===== config.mk =====
export PLATFORM = sky130hd
export DESIGN_NAME = data_bus_router
export DESIGN_NICKNAME = d
export VERILOG_FILES = /design/src/rtl/data_bus_router.sv
export SDC_FILE = /design/constraint.sdc
export NUM_CORES = 1
export LEC_CHECK = 0
export ABC_AREA = 1
export CORE_AREA = 5 5 134 111
export CTS_CLUSTER_DIAMETER = 200
export DETAILED_ROUTE_END_ITERATION = 10
export DIE_AREA = 0 0 139 116
export PLACE_DENSITY = 0.86
export SLEW_MARGIN = 20
export SYNTH_ARGS = -nofsm -noshare
export SYNTH_HDL_FRONTEND = slang
export SYNTH_SLANG_ARGS = --single-unit

===== constraint.sdc =====
create_clock -name clk -period 3.5 [get_ports clk]
set_input_delay 0.525 -clock clk [delete_from_list [all_inputs] [get_ports clk]]
set_output_delay 0.525 -clock clk [all_outputs]
set_load 0.1 [all_outputs]

===== src/rtl/data_bus_router.sv =====
// Data-side interconnect: decodes CPU load/store accesses onto NUM_SLV slave regions, with
// ready handshake, wait-state timeout error and registered interrupt aggregation.
module data_bus_router #(
    parameter int unsigned ADDR_W  = 32,
    parameter int unsigned DATA_W  = 32,
    parameter int unsigned NUM_SLV = 4,
    parameter int unsigned SEL_LSB = 28,
    parameter int unsigned SEL_W   = 4,
    parameter int unsigned TIMEOUT = 15,
    localparam int unsigned IDX_W  = $clog2(NUM_SLV)
) (
    input  logic                      clk,
    input  logic                      rst,
    input  logic                      cpu_req_i,
    input  logic                      cpu_we_i,
    input  logic [ADDR_W-1:0]         cpu_addr_i,
    input  logic [DATA_W-1:0]         cpu_wdata_i,
    output logic [DATA_W-1:0]         cpu_rdata_o,
    output logic                      cpu_ready_o,
    output logic                      cpu_err_o,
    output logic [NUM_SLV-1:0]        slv_cre_o,
    output logic [NUM_SLV-1:0]        slv_cwe_o,
    output logic [ADDR_W-1:0]         slv_addr_o,
    output logic [DATA_W-1:0]         slv_wdata_o,
    input  logic [NUM_SLV*DATA_W-1:0] slv_rdata_i,
    input  logic [NUM_SLV-1:0]        slv_ready_i,
    input  logic [NUM_SLV-1:0]        slv_intreq_i,
    output logic                      intreq_o,
    output logic [IDX_W-1:0]          int_id_o
);

    localparam logic [SEL_W:0] NumSlvSel = (SEL_W + 1)'(NUM_SLV);
    localparam logic [7:0]     TimeoutM1 = 8'(TIMEOUT - 1);

    typedef enum logic [1:0] {
        StIdle,
        StAccess,
        StResp
    } state_e;

    state_e              state_q, state_d;
    logic [ADDR_W-1:0]   addr_q, addr_d;
    logic [DATA_W-1:0]   wdata_q, wdata_d;
    logic                we_q, we_d;
    logic [IDX_W-1:0]    sel_q, sel_d;
    logic [7:0]          cnt_q, cnt_d;
    logic [NUM_SLV-1:0]  cre_q, cre_d;
    logic [NUM_SLV-1:0]  cwe_q, cwe_d;
    logic                ready_q, ready_d;
    logic                err_q, err_d;
    logic [DATA_W-1:0]   rdata_q, rdata_d;
    logic                intreq_q, intreq_d;
    logic [IDX_W-1:0]    int_id_q, int_id_d;

    logic [SEL_W-1:0]    sel_in;
    logic                dec_err;
    logic [NUM_SLV-1:0]  sel_onehot;
    logic [DATA_W-1:0]   rdata_sel;

    assign sel_in     = cpu_addr_i[SEL_LSB +: SEL_W];
    assign dec_err    = ({1'b0, sel_in} >= NumSlvSel);
    assign sel_onehot = NUM_SLV'(1) << sel_in[IDX_W-1:0];
    assign rdata_sel  = slv_rdata_i[sel_q * DATA_W +: DATA_W];

    always_comb begin
        state_d = state_q;
        addr_d  = addr_q;
        wdata_d = wdata_q;
        we_d    = we_q;
        sel_d   = sel_q;
        cnt_d   = cnt_q;
        cre_d   = '0;
        cwe_d   = '0;
        ready_d = 1'b0;
        err_d   = 1'b0;
        rdata_d = '0;

        unique case (state_q)
            StIdle: begin
                if (cpu_req_i) begin
                    addr_d  = cpu_addr_i;
                    wdata_d = cpu_wdata_i;
                    we_d    = cpu_we_i;
                    cnt_d   = '0;
                    if (dec_err) begin
                        state_d = StResp;
                        ready_d = 1'b1;
                        err_d   = 1'b1;
                    end else begin
                        state_d = StAccess;
                        sel_d   = sel_in[IDX_W-1:0];
                        if (cpu_we_i) begin
                            cwe_d = sel_onehot;
                        end else begin
                            cre_d = sel_onehot;
                        end
                    end
                end
            end
            StAccess: begin
                // Only the strobed slave's ready is honoured.
                if (slv_ready_i[sel_q]) begin
                    state_d = StResp;
                    ready_d = 1'b1;
                    rdata_d = we_q ? '0 : rdata_sel;
                end else if (cnt_q == TimeoutM1) begin
                    state_d = StResp;
                    ready_d = 1'b1;
                    err_d   = 1'b1;
                end else begin
                    cnt_d = cnt_q + 8'd1;
                    cre_d = cre_q;
                    cwe_d = cwe_q;
                end
            end
            StResp: begin
                state_d = StIdle;
            end
            default: begin
                state_d = StIdle;
            end
        endcase
    end

    always_comb begin
        intreq_d = |slv_intreq_i;
        int_id_d = '0;
        for (int k = NUM_SLV - 1; k >= 0; k--) begin
            if (slv_intreq_i[k]) begin
                int_id_d = IDX_W'(k);
            end
        end
    end

    always_ff @(posedge clk or negedge rst) begin
        if (!rst) begin
            state_q  <= StIdle;
            addr_q   <= '0;
            wdata_q  <= '0;
            we_q     <= 1'b0;
            sel_q    <= '0;
            cnt_q    <= '0;
            cre_q    <= '0;
            cwe_q    <= '0;
            ready_q  <= 1'b0;
            err_q    <= 1'b0;
            rdata_q  <= '0;
            intreq_q <= 1'b0;
            int_id_q <= '0;
        end else begin
            state_q  <= state_d;
            addr_q   <= addr_d;
            wdata_q  <= wdata_d;
            we_q     <= we_d;
            sel_q    <= sel_d;
            cnt_q    <= cnt_d;
            cre_q    <= cre_d;
            cwe_q    <= cwe_d;
            ready_q  <= ready_d;
            err_q    <= err_d;
            rdata_q  <= rdata_d;
            intreq_q <= intreq_d;
            int_id_q <= int_id_d;
        end
    end

    assign cpu_rdata_o = rdata_q;
    assign cpu_ready_o = ready_q;
    assign cpu_err_o   = err_q;
    assign slv_cre_o   = cre_q;
    assign slv_cwe_o   = cwe_q;
    assign slv_addr_o  = addr_q;
    assign slv_wdata_o = wdata_q;
    assign intreq_o    = intreq_q;
    assign int_id_o    = int_id_q;

endmodule

==> impl_results.md <==
* Period utilization at 0.708
* Synthesized Nets at 907
* Origin of the critical flop-to-flop path: sel_q[1]$_DFFE_PN0P_
* Sequential share of the synthesized area at 0.557
* Hold Path Class: in -> async
* Status: completed
* Final WL at 18700 um
* Power Total at 8.15 mW
* Distinct cell type count after synthesis at 19
* CTS tree: yes
* Max-Cap Viols at 0
* Peak VDD IR at 0.000560 V
* Clk buf depth at 2
* Initial Utilization at 0.412
* Worst setup EP type: primary output
* Area Growth Syn to Fin at 71.1%
* IO buf count at 312
* Largest net degree at the start of global routing at 69
* Worst R2R Path Depth at 7
* GR Overflow Total at 0
* Fill count at 1039
* Static Leak at 4.41 nW
* CTS Buf Count at 17
* Synth Instances at 701
* Initial antenna violation count at 1
* Site Rows at 38
* Starting DRT DRC Count at 357
* Synthesis-stage register bit count at 122
* R2r endpoint: cpu_rdata_o[30]$_DFF_PN0_
* Worst Tran Pin Value at 1.05 ns
* Cell with the most instances after synthesis: nand2_1
* Critical Path Source Type: flip-flop
* Vias in the first global route at 5689
* Clk root buf: clkbuf_16
* # hold bufs at CTS at 0
* Worst skew pair latency at 0.41 ns
* Min cycle time layout at 2.48 ns
* Via/cell ratio at 4.77
* Placer Congestion at 0.863
* Dpl hpwl at 14000 um
* CP cell instances: clkdlybuf4s50_1
* Post-CTS setup buffers at 0
* Total Neg Setup Slack at 0 ns
* Setup slack, reg-to-reg at 1.54 ns
* Final hold violation count at 0
* Via Count at 5704
* PwrDens at 869 mW/mm2
* Slew Viols, Final at 0
* Arrival time worst endpoint at 1.95 ns
* Share of layout cells above drive strength 1 at 0.0502
* CP peak stage delay at 1.16 ns
* Die width at 139 um
* Core area at 0.0133 mm2
* Fmax at 0.404 GHz
* Primary FF master, synth: dfrtp_1
* CTS Sinks at 122
* Ys Warns at 0
* First-pass GRT wire length at 28900 um
* Max_slew headroom at 0.299
* Ys async rst share at 1.00
* Worst-path cell with the longest stage delay: clkdlybuf4s50_1
* Post-synth top area share at 0.557
* Unrepaired setup endpoints after global routing: no
* # IOs at 313
* CP top delay family: buffers and inverters
* CP max FO at 2
* Kind of critical path: reg -> out
* Setup Viol. Count Final at 0
* Final net count at 1208
* Total die area at 0.0161 mm2
* Antenna Violating Nets Remaining at 0
* Mapped Area at 0.00548 mm2
* Required @ worst endpoint at 2.97 ns
* DRC at 0
* Worst path buffer plus inverter count at 1
* GRT Total Usage at 0.228
* Skew final at 0.00942 ns
* Top area cells in the synthesized netlist: dfrtp_1 (56%), nand2_1 (24%), a21oi_1 (6.2%)
* Avg Cell Area, Syn at 7.82 um2
* Die H at 116 um
* Post-synth EDFFs at 0
* Wirelength per Cell at 15.7 um
* Most instantiated cells after synthesis: nand2_1 (355), dfrtp_1 (122), a21oi_1 (68)
* Post-cts resize count at 0
* Clk slew on worst S/H paths at 0.06 ns
* Post-synth top area cell: dfrtp_1
* DR pass1 iterations at 5
* CTS H-tree depth at 4
==> sequential cells by signal (all words and copies together) (netlist names), 4 cells and up <==
name / flops
cpu_rdata_o: 32
slv_addr_o: 32
slv_wdata_o: 32
cnt_q: 8
slv_cre_o: 4
slv_cwe_o: 4
==> cell type report <==
cell class / count / area, um2 / share of cell area
Clock inverter: 11 / 156 / 0.0167
Antenna cell: 1 / 2.50 / 0.000267
Tap cell: 180 / 225 / 0.0240
Timing Repair Buffer: 320 / 3190 / 0.340
Inverter: 23 / 86.3 / 0.00920
Clock buffer: 21 / 480 / 0.0512
Multi-Input combinational cell: 518 / 2180 / 0.233
Sequential cell: 122 / 3050 / 0.326
==> worst max-delay path by stage <==
| stage | start | end | slack (ns) | cells past startpoint |
|---|---|---|---|---|
| 6_report | slv_cwe_o[1]$_DFFE_PN0P_ | slv_cwe_o[1] | 1.02 | 1 |
| 5_1_grt | slv_cre_o[1]$_DFFE_PN0P_ | slv_cre_o[1] | 0.97 | 1 |
| 4_1_cts | slv_cwe_o[1]$_DFFE_PN0P_ | slv_cwe_o[1] | 1.0 | 1 |
| 3_5_place_dp | cpu_req_i | cpu_err_o$_DFF_PN0_ | 1.35 | 6 |
| 3_3_place_gp | cpu_req_i | cpu_err_o$_DFF_PN0_ | 1.37 | 6 |
| 2_1_floorplan | slv_addr_o[0]$_DFFE_PN0P_ | slv_addr_o[0] | 2.08 | 0 |
==> cells by family (layout without fill, tap and decap cells) <==
logic type,Yosys count,in the layout,synth area share
compound gates,98,98,0.0899
fa+ha+maj,2,2,0.00456
buf+inv,61,375,0.0447
flops,122,122,0.557
other cells,0,1,0
simple gates,418,418,0.304
==> cells in the final DEF, fill, tap and decap left out, types with 4 or more instances in the layout <==
cell type and instances:
nand2_1 355, clkdlybuf4s50_1 310, dfrtp_1 121, a21oi_1 68, nor3_1 32, inv_1 20
o21ai_0 20, clkbuf_16 17, nand3_1 16, nor2_1 10, o21ai_1 9, buf_4 9
inv_6 5, clkbuf_8 4
==> where the power goes <==
part	total [mW]	switching [mW]	internal [mW]
clock	1.86	0.650	1.21
sequential	1.94	0.204	1.74
combinational	4.35	3.30	1.05
total	8.15	4.15	4.00
==> through the flow <==
step / utilization / cells / hold slack, ns / instance area [um2] / setup slack [ns]
after detailed placement: 0.656 / 1163 / 0.457 / 8740 / 1.35
final: 0.705 / 1196 / 0.233 / 9380 / 1.02
after CTS: 0.704 / 1195 / 0.258 / 9380 / 0.996
after floorplan: - / 701 / 0.229 / 5480 / 2.08
after global routing: 0.705 / 1196 / 0.302 / 9380 / 0.969
after global placement: 0.656 / 1163 / 0.452 / 8740 / 1.37
==> layer usage <==
layer	vias up	part of all wire	wire, um	track usage
met5	-	0	0	0
met4	0	0.031	588	0.0952
met3	39	0.089	1670	0.0813
met2	228	0.50	9320	0.396
met1	2609	0.38	7170	0.260
li1	2828	-	-	-
(Power assumes the default switching activity.)
